`src/rtl/fft_pkg.sv`:
```
// Shared definitions for the FFT magnitude path: scan states and the
// default bin range / magnitude width also used by the FFT RAM writer.
package fft_pkg;

  localparam int FFT_MAG_W  = 16;
  localparam int FFT_BIN_LO = 1;
  localparam int FFT_BIN_HI = 119;

  typedef enum logic [1:0] {
    IDLE,
    SCAN,
    DRAIN,
    DONE
  } fft_state_t;

endpackage

```
`src/rtl/peak_top2.sv`:
```
// Top-2 magnitude tracker. Keeps the largest and second-largest samples
// with their indices. The next-state values are exported so that a caller
// can capture the final result on the same edge as the last update.
// Comparisons are strict and unsigned, so on ties the earlier sample wins.
module peak_top2 #(
  parameter int DATA_W = 16,
  parameter int ADDR_W = 8
) (
  input  logic              clk_256k,
  input  logic              rst_n,
  input  logic              clr,
  input  logic [ADDR_W-1:0] clr_idx,
  input  logic              en,
  input  logic [DATA_W-1:0] din,
  input  logic [ADDR_W-1:0] din_idx,
  output logic [DATA_W-1:0] max1_next,
  output logic [ADDR_W-1:0] idx1_next,
  output logic [ADDR_W-1:0] idx2_next
);

  logic [DATA_W-1:0] max1_reg, max2_reg, max2_next;
  logic [ADDR_W-1:0] idx1_reg, idx2_reg;

  // Clear has priority; otherwise fold the sample into the top-2 pair.
  always_comb begin
    max1_next = max1_reg;
    max2_next = max2_reg;
    idx1_next = idx1_reg;
    idx2_next = idx2_reg;
    if (clr) begin
      max1_next = '0;
      max2_next = '0;
      idx1_next = clr_idx;
      idx2_next = clr_idx;
    end else if (en) begin
      if (din > max1_reg) begin
        max2_next = max1_reg;
        idx2_next = idx1_reg;
        max1_next = din;
        idx1_next = din_idx;
      end else if (din > max2_reg) begin
        max2_next = din;
        idx2_next = din_idx;
      end
    end
  end

  // Tracker state register.
  always_ff @(posedge clk_256k or negedge rst_n) begin
    if (!rst_n) begin
      max1_reg <= '0;
      max2_reg <= '0;
      idx1_reg <= '0;
      idx2_reg <= '0;
    end else begin
      max1_reg <= max1_next;
      max2_reg <= max2_next;
      idx1_reg <= idx1_next;
      idx2_reg <= idx2_next;
    end
  end

endmodule

```
`src/rtl/fft_peak_search.sv`:
```
// FFT peak finder. Each rising edge of wr_done scans bins BIN_LO..BIN_HI
// through the magnitude RAM read port, pairs returning data with its bin
// via a tag pipeline matching the RAM latency, and publishes the top-2
// bins, the peak magnitude and a below-threshold flag once per frame.
module fft_peak_search
  import fft_pkg::*;
#(
  parameter int DATA_W = FFT_MAG_W,
  parameter int ADDR_W = 8,
  parameter int BIN_LO = FFT_BIN_LO,
  parameter int BIN_HI = FFT_BIN_HI,
  parameter int RD_LAT = 1
) (
  input  logic              clk_256k,
  input  logic              rst_n,
  input  logic              wr_done,
  input  logic [DATA_W-1:0] thresh,
  input  logic [DATA_W-1:0] rd_data,
  output logic [ADDR_W-1:0] rd_addr,
  output logic              rd_en,
  output logic              busy,
  output logic              freq_valid,
  output logic [ADDR_W-1:0] freq,
  output logic [ADDR_W-1:0] freq2,
  output logic [DATA_W-1:0] peak_mag,
  output logic              no_signal,
  output logic              overrun
);

  localparam logic [ADDR_W-1:0] ADDR_LO = ADDR_W'(BIN_LO);
  localparam logic [ADDR_W-1:0] ADDR_HI = ADDR_W'(BIN_HI);

  fft_state_t state_reg, state_next;

  logic              wr_done_d_reg;
  logic              armed_reg;
  logic              start;
  logic [ADDR_W-1:0] rd_addr_reg;
  logic [DATA_W-1:0] thresh_reg;
  logic              overrun_reg;
  logic [ADDR_W-1:0] freq_reg, freq2_reg;
  logic [DATA_W-1:0] peak_mag_reg;
  logic              no_signal_reg;

  logic              tag_vld_reg [RD_LAT];
  logic [ADDR_W-1:0] tag_idx_reg [RD_LAT];
  logic              last_ret;
  logic              trk_clr;
  logic              load_out;

  logic [DATA_W-1:0] max1_next;
  logic [ADDR_W-1:0] idx1_next, idx2_next;

  // A level that is already high when reset releases must go low once
  // before it can start a scan, hence the armed qualifier.
  assign start    = wr_done & ~wr_done_d_reg & armed_reg;
  assign last_ret = tag_vld_reg[RD_LAT-1] && (tag_idx_reg[RD_LAT-1] == ADDR_HI);

  assign rd_addr   = rd_addr_reg;
  assign freq      = freq_reg;
  assign freq2     = freq2_reg;
  assign peak_mag  = peak_mag_reg;
  assign no_signal = no_signal_reg;
  assign overrun   = overrun_reg;

  // State register.
  always_ff @(posedge clk_256k or negedge rst_n) begin
    if (!rst_n) state_reg <= IDLE;
    else        state_reg <= state_next;
  end

  // Next-state decode and per-state control strobes.
  always_comb begin
    state_next = state_reg;
    rd_en      = 1'b0;
    busy       = 1'b0;
    freq_valid = 1'b0;
    trk_clr    = 1'b0;
    load_out   = 1'b0;
    case (state_reg)
      IDLE: begin
        if (start) begin
          trk_clr    = 1'b1;
          state_next = SCAN;
        end
      end
      SCAN: begin
        rd_en = 1'b1;
        busy  = 1'b1;
        if (rd_addr_reg == ADDR_HI) state_next = DRAIN;
      end
      DRAIN: begin
        busy = 1'b1;
        if (last_ret) begin
          load_out   = 1'b1;
          state_next = DONE;
        end
      end
      DONE: begin
        freq_valid = 1'b1;
        state_next = IDLE;
      end
      default: state_next = IDLE;
    endcase
  end

  // wr_done edge detection and post-reset arming.
  always_ff @(posedge clk_256k or negedge rst_n) begin
    if (!rst_n) begin
      wr_done_d_reg <= 1'b0;
      armed_reg     <= 1'b0;
    end else begin
      wr_done_d_reg <= wr_done;
      if (!wr_done) armed_reg <= 1'b1;
    end
  end

  // Read address counter; holds its last value while not scanning.
  always_ff @(posedge clk_256k or negedge rst_n) begin
    if (!rst_n) begin
      rd_addr_reg <= ADDR_LO;
    end else if (state_reg == IDLE && start) begin
      rd_addr_reg <= ADDR_LO;
    end else if (state_reg == SCAN && rd_addr_reg != ADDR_HI) begin
      rd_addr_reg <= rd_addr_reg + 1'b1;
    end
  end

  // Tag pipeline: the last stage lines up with rd_data for the same read.
  always_ff @(posedge clk_256k or negedge rst_n) begin
    if (!rst_n) begin
      for (int s = 0; s < RD_LAT; s++) begin
        tag_vld_reg[s] <= 1'b0;
        tag_idx_reg[s] <= '0;
      end
    end else begin
      tag_vld_reg[0] <= rd_en;
      tag_idx_reg[0] <= rd_addr_reg;
      for (int s = 1; s < RD_LAT; s++) begin
        tag_vld_reg[s] <= tag_vld_reg[s-1];
        tag_idx_reg[s] <= tag_idx_reg[s-1];
      end
    end
  end

  // Threshold capture at scan start and sticky overrun flag.
  always_ff @(posedge clk_256k or negedge rst_n) begin
    if (!rst_n) begin
      thresh_reg  <= '0;
      overrun_reg <= 1'b0;
    end else begin
      if (state_reg == IDLE && start) thresh_reg <= thresh;
      if (start && busy) overrun_reg <= 1'b1;
    end
  end

  // Result registers load from the tracker's next values on the edge that
  // consumes the last sample, so results appear together with freq_valid.
  always_ff @(posedge clk_256k or negedge rst_n) begin
    if (!rst_n) begin
      freq_reg      <= '0;
      freq2_reg     <= '0;
      peak_mag_reg  <= '0;
      no_signal_reg <= 1'b0;
    end else if (load_out) begin
      freq_reg      <= idx1_next;
      freq2_reg     <= idx2_next;
      peak_mag_reg  <= max1_next;
      no_signal_reg <= (max1_next < thresh_reg);
    end
  end

  peak_top2 #(
    .DATA_W (DATA_W),
    .ADDR_W (ADDR_W)
  ) u_peak_top2 (
    .clk_256k  (clk_256k),
    .rst_n     (rst_n),
    .clr       (trk_clr),
    .clr_idx   (ADDR_LO),
    .en        (tag_vld_reg[RD_LAT-1]),
    .din       (rd_data),
    .din_idx   (tag_idx_reg[RD_LAT-1]),
    .max1_next (max1_next),
    .idx1_next (idx1_next),
    .idx2_next (idx2_next)
  );

endmodule

```
`config.mk`:
```
export PLATFORM = sky130hd
export DESIGN_NAME = fft_peak_search
export DESIGN_NICKNAME = d
export VERILOG_FILES = /design/src/rtl/fft_pkg.sv /design/src/rtl/peak_top2.sv /design/src/rtl/fft_peak_search.sv
export SDC_FILE = /design/constraint.sdc
export NUM_CORES = 1
export LEC_CHECK = 0
export ABC_CLOCK_PERIOD_IN_PS = 9900
export CORE_UTILIZATION = 60
export CTS_CLUSTER_DIAMETER = 100
export DETAILED_ROUTE_END_ITERATION = 10
export GPL_TIMING_DRIVEN = 0
export HOLD_SLACK_MARGIN = 0.02
export PLACE_DENSITY = 0.92
export SYNTH_ARGS = -nofsm -noshare
export SYNTH_HDL_FRONTEND = slang
export SYNTH_HIERARCHICAL = 1
export SYNTH_SLANG_ARGS = --single-unit
```
`constraint.sdc`:
```
create_clock -name clk_256k -period 9.9 [get_ports clk_256k]
set_clock_uncertainty 0.15 [all_clocks]
set_input_delay 2.97 -clock clk_256k [delete_from_list [all_inputs] [get_ports clk_256k]]
set_output_delay 2.97 -clock clk_256k [all_outputs]
set_load 0.01 [all_outputs]
```
After elaboration in Yosys (flattened, before gate mapping)
Cells that the tools add are included.
- register bits: 119
- input port bits: 35
- output and inout bits: 45
- word-level logic and storage cells: 70
- add/sub/neg operators: 1
- $lt $le $gt $ge: 3
- eq/ne operators: 9
- muxes and demuxes: 27
- bitwise gates (word level): 3
- reduce and logical (&&, ||, !) cells: 11
- operator list (operator ; count):
    16-bit two-way mux ; 7
    8-bit two-way mux ; 9
    16-bit greater-than comparator ; 2
    8-bit by 7-bit == test with 1-bit output, second input constant ; 2
    16-bit < comparator ; 1
    8-bit by 1-bit adder with 8-bit output, second input constant ; 1
    8-bit by 7-bit inequality test with 1-bit output, second input constant ; 1
    2-bit case mux with 4 select lines ; 1
    1-bit two-way mux ; 7
    2-bit two-way mux ; 3
    2-bit inequality test, second input constant ; 3
    2-bit == test, second input constant ; 2
    1-bit logical AND ; 4
    2-bit nonzero test ; 2
    3-bit AND reduction ; 1
    3-bit nonzero test ; 1
    1-bit AND ; 2
    2-bit by 1-bit == test with 1-bit output, second input constant ; 1
    2-bit zero test ; 1
    2-bit AND reduction ; 1
    2-bit OR reduction ; 1
    1-bit inverter ; 1

Logic depth before layout (Yosys ltp)
- depth in word-level cells: 7
- mapped depth: 15
- mapped depth without buffers: 14

Hierarchy
Netlist, hierarchy kept.
- by module, submodules not included (module ; times used ; cells each ; area an instance (µm²) ; sequential area each (µm²)):
    peak_top2 ; 1 ; 375 ; 3347.0 ; 1201.2
    fft_peak_search ; 1 ; 247 ; 3052.9 ; 1778.0

Least setup slack after synthesis
No wires, ideal clock.
- kind: input to register
- from: input port rd_data[14]
- to: register no_signal_reg, in the netlist no_signal
- library setup time: 0.066 ns
- arrival: 5.936 ns
- required time: 9.684 ns
- setup slack: 3.749 ns
- cell stages on the path: 14
- path buffers: 1
- path through: ha_1 nand4_1 or4_1 a21oi_1 nor3_1 nor2_1 clkbuf_1 nand2_1 a21oi_1 ha_1 a2111oi_0 nor3_1 a311oi_1 a22o_1
- word-level cells in the longest chain between the ends: 5
- RTL lines (element ; line ; RTL):
    start: declaration ; fft_peak_search.sv:18 ; input logic [DATA_W-1:0] rd_data,
    16-bit greater-than comparator ; peak_top2.sv:36 ; if (din > max1_reg) begin
    16-bit two-way mux ; peak_top2.sv:36 ;
    16-bit two-way mux ; peak_top2.sv:35 ; end else if (en) begin
    16-bit two-way mux ; peak_top2.sv:30 ; if (clr) begin
    named net max1_next[1] ; fft_peak_search.sv:51 ; logic [DATA_W-1:0] max1_next;
    16-bit < comparator ; fft_peak_search.sv:169 ; no_signal_reg <= (max1_next < thresh_reg);
    end signal: assignment ; fft_peak_search.sv:169 ;
    end: declaration ; fft_peak_search.sv:43 ; logic no_signal_reg;
The timed path passes the listed nets, and every way through them passes these cells.
A chain may end at the register's enable or synchronous reset.

Final worst setup path
Same ends and word-level chain as after synthesis.

==> impl_metrics.yaml <==
place:
  portBuffers: 79
  hpwl_mm: 12.1
  globalplace.congestion: 0.937
  place_inst: 844
synthesis:
  ys_seq_area_frac: 0.465
  synthAdderAreaFrac: 0.102
  ys_warn_count: 6
  async_flop_share: 1.00
  synth_area_sq_um: 6400
  ys_ff_latch: 119
  synth_area_leader_cell: "dfrtp_1"
  synth_edf_count: 0
  synth_top_area_frac: 0.461
  synthFlopType: "dfrtp_1"
  synth.area.top_cells: "dfrtp_1 (46%), ha_1 (10%), mux2_1 (5.8%)"
  synth_top_family_by_area: "compound AO/OA/AOI/OAI gates"
  yosys.area_share.simple: 0.112
  netlist_instances: 622
  synth-compound-area-share: 0.147
  syn_area_per_cell_sq_um: 10.3
  synthMuxAreaShare: 0.101
  ys_types: 54
  synth_xor_area_frac: 0.00821
floorplan:
  pin_count: 80
  dieHeight_um: 105
  start_util: 0.620
  core_area_sq_um: 10300
  rows: 37
  fp.dieW_um: 105
  die_area_sq_um: 11100
clock_network:
  root_buffer: "clkbuf_8"
  cts_sinks: 119
  holdBufCountCts: 0
  cts_buffers: 17
  clk_pin_slew_ns: 0.06
  insertion_delay_ns: 0.52
  clk_path_buf_depth: 2
  cts_setup_buffers: 0
  cts.htree.levels: 4
  cts_resized: 0
  cts_tree: "done"
drt:
  routed_via_density: 6.58
  via_count: 5767
  drt_pass1_iterations: 5
  antenna_left: 0
  routedWlPerCell_um: 21.5
  drt_iter0_markers: 574
  finalWirelength_mm: 18.8
  route.detailed.drc: 0
power_and_ir_drop:
  p_leak_nw: 3.71
  vdd_drop_max_mv: 0.162
  p_per_area_nw_per_um2: 258
global_route:
  grt_pass1_vias: 5957
  grt_use_total: 0.362
  grt_max_degree: 62
  grt_first_pass_wirelength_mm: 30.8
  gr-total-overflow: 0
  antenna_found_initial: 0
timing:
  fin_hold_ws_ns: 0.320
  setup_viol: 0
  finalHoldViolCount: 0
  finalCritPeriodShare: 0.769
  worstMarginPinSlew_ns: 0.839
  fmax_mhz: 131
  slew_headroom: 0.440
  slew_violations: 0
  final.setup.tns_ns: 0
  period_needed_ns: 7.61
  rsz0062_at_grt: "false"
setup_path:
  cp_max_fo: 10
  crit_required_ns: 10.20
  critPathKind: "in -> reg"
  critPathArrivalTime_ns: 7.91
  worstSetupEndpointType: "flop"
  worstSetupStartpointType: "input pin"
flow_run:
  drv_cap: 0
worst_hold_path:
  min_path_type: "reg -> reg"
finish:
  final_common_cell: "dfrtp_1"
  drive_gt1_frac: 0.0824
  instances_no_fill: 876
  final_cell_mix: "dfrtp_1 (118), clkdlybuf4s50_1 (78), inv_1 (65), ha_1 (52), nand2_1 (47)"
  nets: 814
  syn_to_final_growth_pct: 25.8
  antenna_cells: 0
run_status:
  outcome: "complete, no violations"
final timing paths:
path,startpoint,endpoint,slack (ns),depth (start not counted)
setup / recovery,rd_data[14],no_signal,2.29,15
hold / removal,rd_addr[0],tag_idx_reg[0],0.32,0
setup reg to reg,state_reg[1],no_signal,4.71,15
hold reg to reg,rd_addr[0],tag_idx_reg[0],0.32,0
max in group asynchronous,rst_n,u_peak_top2/max2_reg[15],6.64,2
min in group asynchronous,rst_n,freq[4],2.27,1
final cells by class:
class,instances,area (sq um)
Buffer,35,163
Clock buffer,21,469
Clock inverter,11,170
Fill cell,590,2270
Inverter,65,244
Multi-Input combinational cell,409,3040
Sequential cell,119,2980
Tap cell,136,170
Timing Repair Buffer,80,820
logic make-up (layout without fill, tap and decap cells):
family | Yosys count | count (layout)
buffers and inverters | 100 | 212
DFF | 119 | 119
and+or+nand+nor | 140 | 140
xor gates and xnor gates | 6 | 6
muxes | 59 | 59
adders and majority gates | 52 | 52
AOI/OAI and AO/OA | 144 | 144
other | 2 | 8
critical path: stages:
cell,delay [ns]
clkdlybuf4s50_1,0.55
ha_1,0.42
nand4_1,0.19
or4_1,0.61
a21oi_1,0.15
nor3_1,0.15
nor2_1,0.43
clkbuf_1,0.47
nand2_1,0.18
a21oi_1,0.37
ha_1,0.31
a2111oi_0,0.41
nor3_1,0.12
a311oi_1,0.37
a22o_1,0.20
synth_stat cells, types with 7 or more instances:
master,instances
o21ai_1,15
buf_2,7
inv_1,65
nand3_1,12
o221ai_1,16
dfrtp_1,118
clkbuf_1,23
nand3b_1,8
nand4_1,9
mux2_1,33
mux2i_1,18
nor3_1,11
o31ai_1,16
o21ai_0,31
ha_1,52
a21oi_1,35
nand2_1,47
a221o_1,9
nor2_1,27
o311ai_0,8
stage by stage:
step                       util  power (mW)  area [sq um]  worst slack (ns)
final                     0.780        2.08          8050              2.29
after global routing      0.780        2.17          8050              2.18
after CTS                 0.780        2.04          8050              2.56
after detailed placement  0.718        1.35          7410              2.22
after global placement    0.715        1.29          7380              1.37
after floorplan               -        1.13          6420              3.75
layer usage:
| metal | up-vias | routed length, um | part of all wire | global-route usage |
|---|---|---|---|---|
| li1 | 2424 | - | - | - |
| met1 | 2773 | 7070 | 0.38 | 0.445 |
| met2 | 439 | 8890 | 0.47 | 0.578 |
| met3 | 131 | 1830 | 0.097 | 0.0866 |
| met4 | 0 | 1020 | 0.054 | 0.222 |
| met5 | - | 0 | 0 | 0 |
where the power goes:
| group | total (mW) | internal, mW | switching, mW | leakage (nW) |
|---|---|---|---|---|
| Clock | 0.660 | 0.435 | 0.224 | 0.306 |
| Combinational | 0.772 | 0.290 | 0.482 | 2.05 |
| Sequential | 0.644 | 0.579 | 0.0656 | 1.35 |
| Total | 2.08 | 1.30 | 0.772 | 3.71 |
Power figures use the tool's default switching activity.
